$ cat src/rtl/reg_load_seq.sv
// reg_load_seq
// ------------
// Serially loads a seed word into three serial-in shift registers
// (reg_e, reg_c, reg_p) and then runs K warm-up clocks with every register
// shifting. Completion is reported by a one-cycle done pulse.
//
// Handshake: a request is accepted on a rising clk edge where
// start_valid && start_ready. start_ready is high only in IDLE, so at most
// one request is in flight and start_valid outside IDLE is simply ignored.
// The seed is sampled only at that edge.
//
// Ports:
//   clk          system clock, rising edge
//   rst          asynchronous, active-high reset
//   start_valid  seed request valid
//   start_ready  high only in IDLE (decoded from state)
//   seed [N]     seed word, captured on handshake
//   abort        (only with REG_LOAD_SEQ_ABORT_EN) return to IDLE, no done
//   load_e/c/p   registered serial data bits to reg_e/reg_c/reg_p
//   shift_e/c/p  registered shift enables
//   busy         high in any state except IDLE (decoded from state)
//   done         registered one-cycle completion pulse
//
// Optional feature macro: REG_LOAD_SEQ_ABORT_EN.
module reg_load_seq #(
  parameter int N   = 64,
  parameter int K   = 40,
  parameter int E_W = 24,
  parameter int C_W = 15,
  parameter int P_W = 9
) (
  input  logic         clk,
  input  logic         rst,
  input  logic         start_valid,
  output logic         start_ready,
  input  logic [N-1:0] seed,
`ifdef REG_LOAD_SEQ_ABORT_EN
  input  logic         abort,
`endif
  output logic         load_e,
  output logic         load_c,
  output logic         load_p,
  output logic         shift_e,
  output logic         shift_c,
  output logic         shift_p,
  output logic         busy,
  output logic         done
);

  localparam int MAX_EC  = (E_W > C_W) ? E_W : C_W;
  localparam int MAX_PK  = (P_W > K) ? P_W : K;
  localparam int MAX_ALL = (MAX_EC > MAX_PK) ? MAX_EC : MAX_PK;
  localparam int CNT_W   = (MAX_ALL + 1 > 1) ? $clog2(MAX_ALL + 1) : 1;

  localparam logic [CNT_W-1:0] E_LAST = CNT_W'(E_W - 1);
  localparam logic [CNT_W-1:0] C_LAST = CNT_W'(C_W - 1);
  localparam logic [CNT_W-1:0] P_LAST = CNT_W'(P_W - 1);
  localparam logic [CNT_W-1:0] K_LAST = CNT_W'((K > 0) ? K - 1 : 0);
  localparam logic [CNT_W-1:0] CNT_ONE = CNT_W'(1);

  typedef enum logic [2:0] {
    IDLE   = 3'd0,
    LOAD_E = 3'd1,
    LOAD_C = 3'd2,
    LOAD_P = 3'd3,
    WARM   = 3'd4,
    DONE   = 3'd5
  } state_e;

  state_e           state_q;
  logic [CNT_W-1:0] cnt_q;
  // Seed shadow is consumed LSB first: each load cycle presents shadow_q[0]
  // on the next edge and shifts right, so bit i of the seed lands in the
  // i-th load cycle without any variable indexing.
  logic [N-1:0]     shadow_q;

  assign start_ready = (state_q == IDLE);
  assign busy        = (state_q != IDLE);

  always_ff @(posedge clk or posedge rst) begin
    if (rst) begin
      state_q  <= IDLE;
      cnt_q    <= '0;
      shadow_q <= '0;
      load_e   <= 1'b0;
      load_c   <= 1'b0;
      load_p   <= 1'b0;
      shift_e  <= 1'b0;
      shift_c  <= 1'b0;
      shift_p  <= 1'b0;
      done     <= 1'b0;
    end else begin
      // Strobes are registered and default low; each branch raises what the
      // state entered at this edge requires.
      load_e  <= 1'b0;
      load_c  <= 1'b0;
      load_p  <= 1'b0;
      shift_e <= 1'b0;
      shift_c <= 1'b0;
      shift_p <= 1'b0;
      done    <= 1'b0;
`ifdef REG_LOAD_SEQ_ABORT_EN
      if (abort && (state_q != IDLE)) begin
        state_q  <= IDLE;
        cnt_q    <= '0;
        shadow_q <= '0;
      end else begin
`endif
      unique case (state_q)
        IDLE: begin
          if (start_valid) begin
            state_q  <= LOAD_E;
            cnt_q    <= '0;
            shadow_q <= seed >> 1;
            shift_e  <= 1'b1;
            load_e   <= seed[0];
          end
        end
        LOAD_E: begin
          shadow_q <= shadow_q >> 1;
          if (cnt_q == E_LAST) begin
            state_q <= LOAD_C;
            cnt_q   <= '0;
            shift_c <= 1'b1;
            load_c  <= shadow_q[0];
          end else begin
            cnt_q   <= cnt_q + CNT_ONE;
            shift_e <= 1'b1;
            load_e  <= shadow_q[0];
          end
        end
        LOAD_C: begin
          shadow_q <= shadow_q >> 1;
          if (cnt_q == C_LAST) begin
            state_q <= LOAD_P;
            cnt_q   <= '0;
            shift_p <= 1'b1;
            load_p  <= shadow_q[0];
          end else begin
            cnt_q   <= cnt_q + CNT_ONE;
            shift_c <= 1'b1;
            load_c  <= shadow_q[0];
          end
        end
        LOAD_P: begin
          if (cnt_q == P_LAST) begin
            cnt_q <= '0;
            if (K == 0) begin
              state_q <= DONE;
              done    <= 1'b1;
            end else begin
              state_q <= WARM;
              shift_e <= 1'b1;
              shift_c <= 1'b1;
              shift_p <= 1'b1;
            end
          end else begin
            shadow_q <= shadow_q >> 1;
            cnt_q    <= cnt_q + CNT_ONE;
            shift_p  <= 1'b1;
            load_p   <= shadow_q[0];
          end
        end
        WARM: begin
          if (cnt_q == K_LAST) begin
            state_q <= DONE;
            cnt_q   <= '0;
            done    <= 1'b1;
          end else begin
            cnt_q   <= cnt_q + CNT_ONE;
            shift_e <= 1'b1;
            shift_c <= 1'b1;
            shift_p <= 1'b1;
          end
        end
        DONE: begin
          state_q  <= IDLE;
          cnt_q    <= '0;
          shadow_q <= '0;
        end
        default: begin
          state_q <= IDLE;
          cnt_q   <= '0;
        end
      endcase
`ifdef REG_LOAD_SEQ_ABORT_EN
      end
`endif
    end
  end

endmodule

$ cat config.mk
export PLATFORM = sky130hd
export DESIGN_NAME = reg_load_seq
export DESIGN_NICKNAME = d
export VERILOG_FILES = /design/src/rtl/reg_load_seq.sv
export SDC_FILE = /design/constraint.sdc
export NUM_CORES = 1
export LEC_CHECK = 0
export CORE_ASPECT_RATIO = 0.6
export CORE_MARGIN = 1
export CORE_UTILIZATION = 50
export CTS_CLUSTER_SIZE = 10
export DETAILED_ROUTE_END_ITERATION = 6
export PLACE_DENSITY = 0.8
export SLEW_MARGIN = 10
export SYNTH_ARGS = -nofsm -noshare
export SYNTH_HDL_FRONTEND = slang
export SYNTH_SLANG_ARGS = --single-unit
export TNS_END_PERCENT = 30
$ cat constraint.sdc
create_clock -name clk -period 3.9 [get_ports clk]
set_input_delay 0.78 -clock clk [delete_from_list [all_inputs] [get_ports clk]]
set_output_delay 0.78 -clock clk [all_outputs]
set_load 0.01 [all_outputs]
Yosys cells after proc, flatten, opt, wreduce, memory -nomap -nowiden:

Cells that the tools add are included.

* register bits after elaboration: 80
* bits in latches: 0
* RAM bits: 0
* ROM bits: 0
* input port bits: 67
* output and inout bits: 9
* logic and storage cells: 68
* memories kept: 0

* $add $sub $neg: 1
* multiply operators: 0
* divide/modulo/power cells: 0
* magnitude comparators: 0
* equal/unequal tests: 15
* shift-type cells: 0
* muxes and demuxes: 36
* bitwise gates (word level): 0
* reduce and logical (&&, ||, !) cells: 6

Operator list (count)
* one-hot mux 64 bit (4 select lines): 1
* 2-to-1 mux 64 bit: 2
* 2-to-1 mux 6 bit: 5
* one-hot mux 6 bit (5 select lines): 1
* 2-to-1 mux 1 bit: 15
* 2-to-1 mux 3 bit: 5
* one-hot mux 3 bit (5 select lines): 1
* equality test 6 x 4 -> 1 bit (second input constant): 2
* inequality test 2 bit (second input constant): 6
* one-hot mux 1 bit (4 select lines): 2
* adder 6 x 1 -> 6 bit (second input constant): 1
* equality test 3 x 2 -> 1 bit (second input constant): 2
* equality test 3 bit (second input constant): 2
* equality test 6 x 5 -> 1 bit (second input constant): 1
* equality test 6 bit (second input constant): 1
* one-hot mux 1 bit (2 select lines): 3
* AND reduction 5 bit: 1
* nonzero test 4 bit: 1
* equality test 3 x 1 -> 1 bit (second input constant): 1
* zero test 3 bit: 1
* one-hot mux 1 bit (3 select lines): 1
* AND reduction 3 bit: 1
* nonzero test 3 bit: 1
* OR reduction 2 bit: 1

Depth between registers and ports, before layout:

Gate-level depths: netlist of the first run.

* word-level depth: 4
* mapped depth: 8
* mapped depth without buffers: 7

Worst setup path after synthesis of the first run:

OpenSTA, ideal clock, no wires.

* path type: register to output
* start point: register state_q[1]
* end point: output port busy
* arrival: 1.198 ns
* data required time: 3.120 ns
* slack: 1.922 ns
* cell stages (with the launch flop): 4
* path buffers: 1
* cells stage by stage: dfrtp_1 > buf_4 > nor3_1 > inv_1

* word-level cells in the longest chain between the ends: 1

RTL lines
* start: declaration: line 70 `state_e state_q;`
* start signal: assignment: line 82 `state_q <= IDLE;`
* start signal: assignment: line 112 `state_q <= LOAD_E;`
* start signal: assignment: line 122 `state_q <= LOAD_C;`
* nonzero test 3 bit: line 78 `assign busy = (state_q != IDLE);`
* end: declaration: line 46 `output logic busy,`

Every way passes these cells.

Final worst setup path of the first run:

* start point: register state_q[1]
* end point: output port start_ready

* word-level cells in the longest chain between the ends: 1

RTL lines
* zero test 3 bit: line 77 `assign start_ready = (state_q == IDLE);`
* end: declaration: line 35 `output logic start_ready,`

Every way passes these cells.

==> key figures, run 1 <==
Worst setup path
  – Crit-path max cell delay: around 0.64 ns
  – CP max FO: 21
  – Worst Setup End Kind: output port
  – Startpoint Class: register
  – FF-to-FF path depth: 5
  – CP max stage cell: dfrtp_1
  – Crit Path Class: register to output port
  – Crit path arrival time: roughly 2.2 ns
  – Critical path, cell by cell: nor3_1 > clkdlybuf4s50_1
  – Required time worst endpoint: around 3.1 ns

Pwr
  – Power per cell area: approximately 360 mW/mm^2
  – P_leak: ~0.002 uW
  – Peak VDD IR: 0.222 mV

Yosys
  – Cells after Synth: approximately 390
  – Synthesis Warnings: 0
  – Unique masters post-synth: 46
  – Post-synth EDFFs: 0
  – Post-synth top flop: dfrtp_1
  – Async SR Flop Fraction: between 90% and 100%
  – Sequential area share after synthesis: between 50% and 60%
  – Synthesized area: 0.00374 mm^2
  – Syn Area/Cell: between 9 and 10 um^2
  – Mapped Nets: about 460
  – Yosys reg bits: about 80

Placed design
  – Final HPWL DP: roughly 5.6 mm
  – I/O Buffers: 75
  – GP Congestion: 0.860

Layout
  – Commonest cells after routing, fill and taps aside: dfrtp_1, clkdlybuf4s50_1, nand2_1
  – N_diodes: 0
  – Fin nets: 517
  – Commonest non-fill, non-tap cell in the layout: dfrtp_1
  – Fill cells: 535
  – FF/Latch Area: 0.00198 mm^2
  – Multi-input gate area: 0.00159 mm^2
  – Area delta synth->final: 27.7%
  – Fin util: between 60 and 70%
  – Share of layout cells above drive strength 1: under 10%

Worst hold path
  – Hold WC Path Type: register to register
  – Worst hold path stage count: 2

GRT
  – First-pass GRT wire length: 13.8 mm
  – Initial antenna violation count: 0
  – Gr usage total: a little under a quarter
  – Largest net degree at the start of global routing: just under 90
  – Vias in the first global route: 2826
  – GRT overflow: 0

Clock tree
  – Worst-path clk slew: approximately 0.060 ns
  – Clock sink count: 79
  – Total CTS buffers: 9
  – Hold-fix buffers, CTS: 0
  – CTS tree: done
  – Max Root-Sink Buffers: 2
  – Clock Latency Late Sink: approximately 0.33 ns
  – H-tree levels: 3
  – CTS root buf: clkbuf_16
  – Post-CTS sizing: 0
  – Post-CTS Setup Bufs: 0

Routing
  – Total number of vias: approximately 3.1k
  – DRT iter0 DRCs: roughly 240
  – Antenna viol nets, final: 0
  – Detailed Routing Iterations Pass 1: 5
  – Vias per inst: 5.63
  – Wirelength per Cell: around 16 um
  – Post-Route WL: roughly 8.5 mm
  – Drc violations: 0

Timing
  – Fmax achieved: 0.341 GHz
  – Post-Route Setup TNS: 0 ns
  – Period utilization: around three quarters
  – Final-report max-slew violation count: 0
  – Clk_skew: 0.00531 ns
  – RSZ-0062 raised after global routing: no
  – Final setup fails: 0
  – Worst slew pin tran: 1.07 ns
  – Slew HR: about 28%
  – Number of hold violations in the final report: 0
  – Min cycle time layout: 2.93 ns

Floorplan
  – Core area: ~0.007 mm^2
  – Die height: 69.0 um
  – Core Rows: 23
  – Die ar.: between 0.007 and 0.008 mm^2
  – Die X: 114 um
  – Initial Util: ~54%
  – Io pins: between 70 and 80

Flow run
  – MaxCap Viol Count: 0

Status
  – Status: finished clean
cells in the mapped netlist, types with 2 or more instances:
| cell | n | area (um^2) |
|---|---|---|
| dfrtp_1 | 79 | 1980 |
| nand2_1 | 74 | 278 |
| a22oi_1 | 63 | 473 |
| o21ai_0 | 51 | 255 |
| o21ai_1 | 19 | 95.1 |
| buf_2 | 12 | 60.1 |
| clkbuf_1 | 10 | 37.5 |
| nor2_1 | 7 | 26.3 |
| a21oi_1 | 6 | 30.0 |
| buf_6 | 5 | 56.3 |
| inv_1 | 5 | 18.8 |
| nand3_1 | 5 | 25.0 |
| nor3_1 | 4 | 20.0 |
| clkbuf_2 | 3 | 15.0 |
| ha_1 | 3 | 37.5 |
| nand2b_1 | 3 | 18.8 |
| a21o_1 | 2 | 15.0 |
| a22o_1 | 2 | 17.5 |
| and3_1 | 2 | 12.5 |
| nor2_2 | 2 | 12.5 |
| nor2b_1 | 2 | 12.5 |
| o211ai_2 | 2 | 25.0 |
| o21a_1 | 2 | 15.0 |
cells by family (layout without fill, tap and decap cells):
kind of cell | after synthesis | count (layout) | synth area share [%]
adders and majority gates | 3 | 3 | 1.00
and+or+nand+nor | 111 | 111 | 13.5
buffers and inverters | 36 | 100 | 5.22
DFF | 79 | 79 | 52.9
xor gates and xnor gates | 1 | 1 | 0.234
AOI/OAI and AO/OA | 156 | 156 | 27.1
per-stage QoR:
step                      instance area [um^2]  std cells  worst slack (ns)  total power, uW  hold WS (ns)
after floorplan                           3740        386              1.10              871         0.449
after global placement                    4510        536              1.36              948         0.462
after detailed placement                  4510        536              1.25              949         0.471
after CTS                                 4770        550             0.958             1710         0.483
after global routing                      4770        550             0.847             1750         0.501
final                                     4770        550             0.969             1700         0.479
registers in the layout (all words and copies together), names as in the netlist:
register	flops
shift_c	1
shift_p	1
cnt_q	6
load_c	1
load_e	1
done	1
shift_e	1
shadow_q	63
state_q	3
load_p	1
critical path: cells and delay by family (launching register included):
kind	cells	cell delay, ns
DFF	1	0.64
and+or+nand+nor	1	0.54
buffers and inverters	1	0.63
path summary, 6_finish.rpt:
path                                end         start  slack, ns
max                         start_ready    state_q[1]       0.97
min                        shadow_q[53]  shadow_q[53]       0.48
max reg2reg                shadow_q[46]    state_q[1]       1.30
min reg2reg                shadow_q[53]  shadow_q[53]       0.48
max in group asynchronous      cnt_q[1]           rst       2.17
min in group asynchronous  shadow_q[28]           rst       1.00
routing by layer:
layer	track usage, %	vias to the layer above	part of all wire (%)
met3	6.47	11	8.1
met2	36.1	112	43
li1	-	1523	-
met4	8.39	0	1.2
met5	0	-	0
met1	32.5	1453	48
layout make-up:
| cell class | count | share of cell area, % |
|---|---|---|
| clock buffer | 13 | 5.45 |
| tap | 100 | 2.62 |
| sequential | 79 | 41.4 |
| clock inverter | 1 | 0.105 |
| timing repair buffer | 81 | 16.7 |
| inverter | 5 | 0.420 |
| multi-input combinational | 271 | 33.3 |
where the power goes:
group | internal, uW | total [uW] | leakage, uW | switching, uW
combinational | 76.2 | 114 | 0.000803 | 37.3
sequential | 820 | 820 | 0.00107 | 0
clock | 458 | 763 | 0.000132 | 305
No activity file was read; power rests on OpenSTA's default activity.
==> run 2: changes to the inputs <==
Settings changed: CORE_UTILIZATION 50 to 46, PLACE_DENSITY 0.8 to 0.78.
Clock period 3.9 ns to 2.6 ns, I/O delays scaled along.
==> key figures, run 2 (synthesis gave the netlist of run 1 again) <==
Floorplan
  – Core area: 0.00788 mm^2 (was 0.00694 mm^2)
  – Die height: 71.8 um (was 69.0 um)
  – Die X: 118 um (was 114 um)
  – Initial Util: 47.4% (was 53.9%)
  – Die ar.: 0.00850 mm^2 (was 0.00783 mm^2)
  – Io pins: 76 (unchanged)
  – Core Rows: 25 (was 23)

Routing
  – DRT iter0 DRCs: 273 (was 235)
  – Antenna viol nets, final: 0 (unchanged)
  – Wirelength per Cell: 16.1 um (was 15.5 um)
  – Total number of vias: 3177 (was 3099)
  – Vias per inst: 5.65 (was 5.63)
  – Detailed Routing Iterations Pass 1: 5 (unchanged)
  – Post-Route WL: 9.04 mm (was 8.55 mm)
  – Drc violations: 0 (unchanged)

Layout
  – Commonest non-fill, non-tap cell in the layout: dfrtp_1 (unchanged)
  – Fill cells: 665 (was 535)
  – Area delta synth->final: 31.0% (was 27.7%)
  – Fin nets: 520 (was 517)
  – Commonest cells after routing, fill and taps aside: dfrtp_1, clkdlybuf4s50_1, nand2_1 (unchanged)
  – Most flops, register: shadow_q (unchanged)
  – Max reg flops: 63 (unchanged)
  – Final Non-Filler Cells: 562 (was 550)
  – Share of layout cells above drive strength 1: 7.27% (was 6.00%)
  – Top Registers: shadow_q x63, cnt_q x6, state_q x3 (unchanged)
  – N_diodes: 0 (unchanged)

Clock tree
  – Worst-path clk slew: 0.06 ns (about the same)
  – Total CTS buffers: 9 (unchanged)
  – Clock sink count: 79 (unchanged)
  – Post-CTS sizing: 0 (unchanged)
  – CTS root buf: clkbuf_16 (unchanged)
  – Hold-fix buffers, CTS: 0 (unchanged)
  – Max Root-Sink Buffers: 2 (unchanged)
  – Post-CTS Setup Bufs: 0 (unchanged)
  – H-tree levels: 3 (unchanged)
  – CTS tree: done (unchanged)
  – Clock Latency Late Sink: 0.34 ns (was 0.33 ns)

Placed design
  – Final HPWL DP: 6.06 mm (was 5.65 mm)
  – I/O Buffers: 75 (unchanged)
  – GP Congestion: 0.917 (was 0.860)
  – Placed Cells: 547 (was 536)

Worst setup path
  – CP max FO: 9 (was 21)
  – Startpoint Class: register (unchanged)
  – Crit path arrival time: 1.91 ns (was 2.15 ns)
  – Required time worst endpoint: 2.08 ns (was 3.12 ns)
  – Worst Setup End Kind: output port (unchanged)
  – Crit Path Class: register to output port (unchanged)

Timing
  – Period utilization: 93.6%
  – Clk_skew: 0.00613 ns (was 0.00531 ns)
  – RSZ-0062 raised after global routing: no (unchanged)
  – Worst slew pin tran: 0.883 ns (was 1.07 ns)
  – Post-Route Setup TNS: 0 ns (unchanged)
  – Min cycle time layout: around 2.4 ns
  – Number of hold violations in the final report: 0 (unchanged)
  – Slew HR: 40.9% (was 28.3%)
  – Fmax achieved: slightly above 0.4 GHz
  – Final setup fails: 0 (unchanged)
  – Final-report max-slew violation count: 0 (unchanged)

GRT
  – GRT overflow: 0 (unchanged)
  – Vias in the first global route: 2914 (was 2826)
  – Gr usage total: 23.2% (was 23.6%)
  – Largest net degree at the start of global routing: 99 (was 87)
  – Initial antenna violation count: 0 (unchanged)
  – First-pass GRT wire length: 15.1 mm (was 13.8 mm)

Pwr
  – Seq pwr share: 44.9% (was 48.4%)
  – Clk pwr share: 48.6% (was 45.0%)
  – Combinational share of power: 6.4% (was 6.7%)
  – Peak VDD IR: 0.449 mV (was 0.222 mV)
  – Switching Share: 20.0% (was 20.2%)
  – Power per cell area: 559 mW/mm^2 (was 355 mW/mm^2)
  – Internal power: 2190 uW (was 1350 uW)
  – P_leak: 0.00206 uW (was 0.00201 uW)
  – Psw: 547 uW (was 342 uW)

Flow run
  – MaxCap Viol Count: 0 (unchanged)

Worst hold path
  – Hold WC Path Type: input pin to async pin (was register to register)

Status
  – Status: finished clean (unchanged)
## run 2: metrics by stage
step	util, %	power [uW]	instance area, um^2	setup slack [ns]	hold slack [ns]
finish	62.1	2740	4890	0.166	0.441
global placement	58.1	1430	4580	0.511	0.461
global route	62.1	2820	4890	0.00479	0.470
CTS	62.1	2760	4890	0.137	0.439
detailed placement	58.1	1430	4580	0.463	0.471
floorplan	-	1310	3740	0.0566	0.449
## run 2: final timing paths
path | start | end | slack, ns | cells after the start
worst max-delay path | state_q[1] | start_ready | 0.17 | 2
worst min-delay path | rst | shadow_q[18] | 0.44 | 2
worst max register to register | state_q[0] | shadow_q[24] | 0.49 | 5
worst min register to register | shadow_q[3] | shadow_q[3] | 0.48 | 2
max in group asynchronous | rst | shadow_q[27] | 1.49 | 3
min in group clk | shadow_q[3] | shadow_q[3] | 0.48 | 2
## run 2: routing by layer
layer / GRT usage (%) / up-vias / wire, um
li1: - / 1530 / -
met2: 31.9 / 127 / 3770
met3: 8.84 / 12 / 812
met1: 34.3 / 1508 / 4370
met5: 0 / - / 0
met4: 5.70 / 0 / 95
## run 2: final cells by class
class	instances	area (um^2)	area share, %
multi-input cells	271	1590	32.5
clock inverters	2	37.5	0.767
flip-flops and latches	79	1980	40.4
repair buffers	84	856	17.5
inverters	5	20.0	0.409
clock buffers	13	280	5.73
well taps	108	135	2.76
## run 2: power groups by stage
stage          Combinational, uW  Sequential, uW  Clock, uW
5_1_grt                      192            1230       1400
3_5_place_dp                 177            1250          0
3_3_place_gp                 176            1250          0
6_report                     176            1230       1330
4_1_cts                      178            1230       1350
2_1_floorplan               54.1            1250          0
## run 2: worst max-delay path, cell delays in order, from the launching register on
cell             delay [ns]
dfrtp_1                0.45
nor3_1                 0.49
clkdlybuf4s50_1        0.63
==> run 3: changes to the inputs <==
Settings changed: ABC_AREA set to 0.
==> results of run 3 <==
The final DEF is identical to that of run 2; final timing and power are the same.
==> edit 1: new RTL, flow settings as in run 1 <==
The option `REG_LOAD_SEQ_ABORT_EN` is turned on by a define.
--- a/src/rtl/reg_load_seq.sv
+++ b/src/rtl/reg_load_seq.sv
@@ -23,4 +23,6 @@
 //
 // Optional feature macro: REG_LOAD_SEQ_ABORT_EN.
+`define REG_LOAD_SEQ_ABORT_EN
+
 module reg_load_seq #(
   parameter int N   = 64,
Interface: changed (added abort); port bits go from 76 to 77. The function was not compared with the original's and may differ.
==> edit 1 against run 1 <==
- sequential share of layout area is 0.54 points lower
- sequential cell count stayed put
- setup slack better by 14 ps
- non-clock buffer count is 1 lower
- routed wire length is 2.0% higher
- clock skew is 2.1 ps higher
- via count is 1.1% higher
- critical path depth is 1 higher
- cell area is 1.3% higher
- fmax is 0.48% higher
- cell count is 2.0% higher
- area after synthesis is 0.60% higher
- global-route usage is 0.38 points lower
Power is not compared: it rests on default switching activity, and its combinational part moved more than twofold at a synthesized area within 25%.
==> edit 1: results <==
set metrics [dict create \
    status "finished, final reports clean" \
    drtIter0Drc 286 \
    finalNonFillerCells 561 \
    top_regs "shadow_q (63), cnt_q (6), state_q (3)" \
    grt_pass1_wl_mm 14.2 \
    grt_pass1_vias 2889 \
    peakVddDrop_v 0.000257 \
    clkLatencyLatePin_ps 340 \
    tightestPinTransition_ps 1010 \
    fin_nets 523 \
    synthTopCellsByCount "79 x dfrtp_1, 77 x nand2_1, 62 x a22oi_1" \
    vias 3132 \
    syn_nets 464 \
    crit_slowest_cell "dfrtp_1" \
    cts-resized-gates 0 \
    htree_levels 3 \
    finClkSkew_ps 7.38 \
    drive_above_1_share_pct 5.91 \
    cts_buffers 9 \
    ys.flop_type "dfrtp_1" \
    post_cts_buffers 0 \
    drtPass1Iterations 5 \
    synth_area_leaders "dfrtp_1 53%, a22oi_1 12%, nand2_1 7.7%, o21ai_0 4.8%, o21ai_1 4.4%" \
    syn_avg_cell_area_um2 9.56 \
    critPathArrivalTime_ps 2140 \
    worst_path_largest_cell_delay_ps 590 \
    yosysUniqueCellTypes 45 \
    synth-async-reset-ratio_pct 100 \
    gp_congestion 0.860 \
    synth-warning-count 0 \
    portBuffers 76 \
    path_max_fanout 16 \
    grt_max_degree 127 \
    clk_pin_slew_ps 60 \
    cts_buffer_depth 2 \
    wl_per_cell_um 15.5 \
    antenna_found_initial 0 \
    r2r_slack_ps 1300 \
    leakage_nw 1.98 \
    post-place-cells 545 \
    track_usage_pct 23.2 \
    detailed_place_hpwl_mm 5.64 \
    ys_seq_area_share_pct 52.6 \
    swShare_pct 31.0 \
    hold_class "reg -> reg" \
    cts_root_buffer "clkbuf_16" \
    antenna_cells 0 \
]
-- edit 1: cell count changes after synthesis, moves of 3 or more --
cell / run 1 / this run
nand2_1: 74 / 77
o21ai_0: 51 / 36
o21ai_1: 19 / 33
clkbuf_1: 10 / 14
buf_2: 12 / 7
-- edit 1: path summary, 6_finish.rpt --
path	startpoint	to	cells past startpoint
min in group asynchronous	rst	shadow_q[21]$_DFFE_PP0P_	3
worst max-delay path	state_q[2]$_DFFE_PP0P_	start_ready	3
worst max register to register	state_q[2]$_DFFE_PP0P_	shadow_q[35]$_DFFE_PP0P_	4
max in group asynchronous	rst	shadow_q[37]$_DFFE_PP0P_	3
worst min-delay path	shadow_q[42]$_DFFE_PP0P_	shadow_q[42]$_DFFE_PP0P_	2
worst min register to register	shadow_q[42]$_DFFE_PP0P_	shadow_q[42]$_DFFE_PP0P_	2
-- edit 1: stage by stage --
step	hold WS, ps	instance area [µm²]	utilization, %	worst slack [ps]
after CTS	485	4830	66.5	994
after detailed placement	472	4530	62.3	868
after global routing	506	4830	66.5	911
final	484	4830	66.5	983
after floorplan	449	3760	-	1100
after global placement	461	4530	62.3	979
-- edit 1: cell type report --
| cell class | instances | area (µm²) |
|---|---|---|
| Clock inverter | 7 | 78.8 |
| Fill cell | 585 | 2430 |
| Tap cell | 104 | 130 |
| Multi-Input combinational cell | 276 | 1600 |
| Sequential cell | 79 | 1980 |
| Timing Repair Buffer | 80 | 803 |
| Inverter | 6 | 23.8 |
| Clock buffer | 9 | 225 |
-- edit 1: per-layer routing --
metal	up-vias	share of wire (%)	routed length (µm)	global-route usage, %
met4	0	1.1	93	6.06
met5	-	0	0	0
met1	1472	48	4160	34.8
met2	113	45	3900	32.8
met3	12	6.4	560	6.68
li1	1535	-	-	-
-- edit 1: power groups by stage --
stage          sequential (mW)  combinational, mW  clock [mW]
2_1_floorplan             1.12              0.432           0
3_3_place_gp              1.14              0.567           0
3_5_place_dp              1.15              0.590           0
4_1_cts                   1.14              0.592       0.867
5_1_grt                   1.16              0.660       0.910
6_report                  1.14              0.587       0.854
-- edit 1: cell families (layout without fill, tap and decap cells) --
group | Yosys count | in the layout | share of synthesized area (%)
AOI/OAI and AO/OA | 157 | 157 | 26.7
DFF | 79 | 79 | 52.6
buffers and inverters | 38 | 102 | 5.29
xor gates and xnor gates | 1 | 1 | 0.233
muxes | 1 | 1 | 0.300
adders and majority gates | 3 | 3 | 0.999
and+or+nand+nor | 114 | 114 | 13.9
-- edit 1: critical path: cells and delay by family, from the launching register on --
family / cells / cell delay, ps
buf+inv: 2 / 630
flops: 1 / 590
simple gates: 1 / 590
==> edit 2: new RTL, flow settings as in run 1 <==
Made on the original files. The 6 states of `state_e` get a one-hot encoding in 6 bits.
--- a/src/rtl/reg_load_seq.sv
+++ b/src/rtl/reg_load_seq.sv
@@ -59,11 +59,11 @@
   localparam logic [CNT_W-1:0] CNT_ONE = CNT_W'(1);
 
-  typedef enum logic [2:0] {
-    IDLE   = 3'd0,
-    LOAD_E = 3'd1,
-    LOAD_C = 3'd2,
-    LOAD_P = 3'd3,
-    WARM   = 3'd4,
-    DONE   = 3'd5
+  typedef enum logic [5:0] {
+    IDLE   = 6'b000001,
+    LOAD_E = 6'b000010,
+    LOAD_C = 6'b000100,
+    LOAD_P = 6'b001000,
+    WARM   = 6'b010000,
+    DONE   = 6'b100000
   } state_e;
 
Behaviour: same outputs for any inputs over 10 cycles, from zero or initial values and one cycle with rst high; not proved beyond that.
==> edit 2 against run 1 <==
- via count grew 1.9%
- largest cell class unchanged
- highest routed layer unchanged
- die area is 0.63% higher
- routed wire length rose by 2.3%
- count of clock-buffer cells in the layout fell by 4
- setup slack gained 150 ps
- area after synthesis increased by 0.64%
- cell area rose by 2.7%
- first-iteration DRC count is 7.7% higher
- sequential cell count up 3
Power is not compared: it rests on default switching activity, and its combinational part moved more than twofold at a synthesized area within 25%.
==> edit 2: results <==
set metrics [dict create \
    sh_seq_area_pct 41.9 \
    synthTopCellsByCount "81 x dfrtp_1, 76 x nand2_1, 63 x a22oi_1" \
    clkbuf_count 9 \
    ys_seq_area_share_pct 54.6 \
    finClkSkew_ps 5.05 \
    wl_met1_mm 4.19 \
    gp_congestion 0.915 \
    multi_input_area_share_pct 31.7 \
    hold_start "shadow_q[58]$_DFFE_PP0P_" \
    detailed_place_hpwl_mm 5.92 \
    slew_headroom_pct 42.6 \
    r2r_slack_ps 1340 \
    syn_to_final_growth_pct 30.4 \
    signal_buffers 84 \
    route.met3.wl_um 731 \
    syn_avg_cell_area_um2 9.77 \
    synth_seq_cells 82 \
    reg2reg_to "shadow_q[20]$_DFFE_PP0P_" \
    yosysUniqueCellTypes 37 \
    crit_family "simple AND/OR/NAND/NOR gates" \
    syn_nets 455 \
    whs_endpoint "shadow_q[58]$_DFFE_PP0P_" \
    fin_nets 523 \
    reg2reg_depth 6 \
    crit_slowest_cell "clkdlybuf4s50_1" \
    wl_met2_mm 3.74 \
    grt_pass1_wl_mm 14.6 \
    status "finished, final reports clean" \
]
-- edit 2: changes by cell type after synthesis, sizes merged, moves of 3 or more --
cell    delta
nor3       +3
o21ai      +4
clkbuf     -5
a21oi      -5
o22ai      +3
and2       +4
-- edit 2: per-layer routing --
metal,GRT usage (%),up-vias
li1,-,1531
met1,36.0,1506
met2,33.5,111
met3,9.09,9
met4,5.63,0
met5,0,-
-- edit 2: worst max-delay path by stage --
stage / startpoint / end
after global routing: state_q[5]$_DFFE_PP0P_ / busy
after detailed placement: start_valid / shadow_q[7]$_DFFE_PP0P_
final: state_q[5]$_DFFE_PP0P_ / start_ready
after CTS: state_q[5]$_DFFE_PP0P_ / start_ready
after global placement: start_valid / shadow_q[0]$_DFFE_PP0P_
after floorplan: rst / cnt_q[0]$_DFFE_PP0P_
-- edit 2: power groups by stage --
stage	Sequential, mW	Clock [mW]	Combinational, mW
after CTS	1.43	0.917	1.47
after global placement	1.43	0	1.40
final	1.44	0.901	1.46
after global routing	1.48	0.959	1.66
after floorplan	1.39	0	1.11
after detailed placement	1.44	0	1.47
-- edit 2: cells by family after synthesis --
logic type      after synthesis  synth area share [%]
flops                        82                  54.6
simple gates                120                  15.0
fa+ha+maj                     3                 0.998
compound gates              148                  24.9
buf+inv                      31                  4.23
xor+xnor                      1                 0.233
-- edit 2: metrics by stage --
step | total power [mW] | hold WS (ps) | setup WS (ps) | util (%)
floorplan | 2.51 | 450 | 1010 | -
global placement | 2.82 | 462 | 1280 | 63.1
detailed placement | 2.91 | 471 | 1220 | 63.1
CTS | 3.82 | 485 | 1140 | 67.5
global route | 4.09 | 508 | 1010 | 67.5
finish | 3.80 | 480 | 1120 | 67.5
-- edit 2: tightest hold or removal path, stage by stage (launching register included) --
cell,delay [ps]
dfrtp_1,340
nand2_1,50
o21ai_0,60
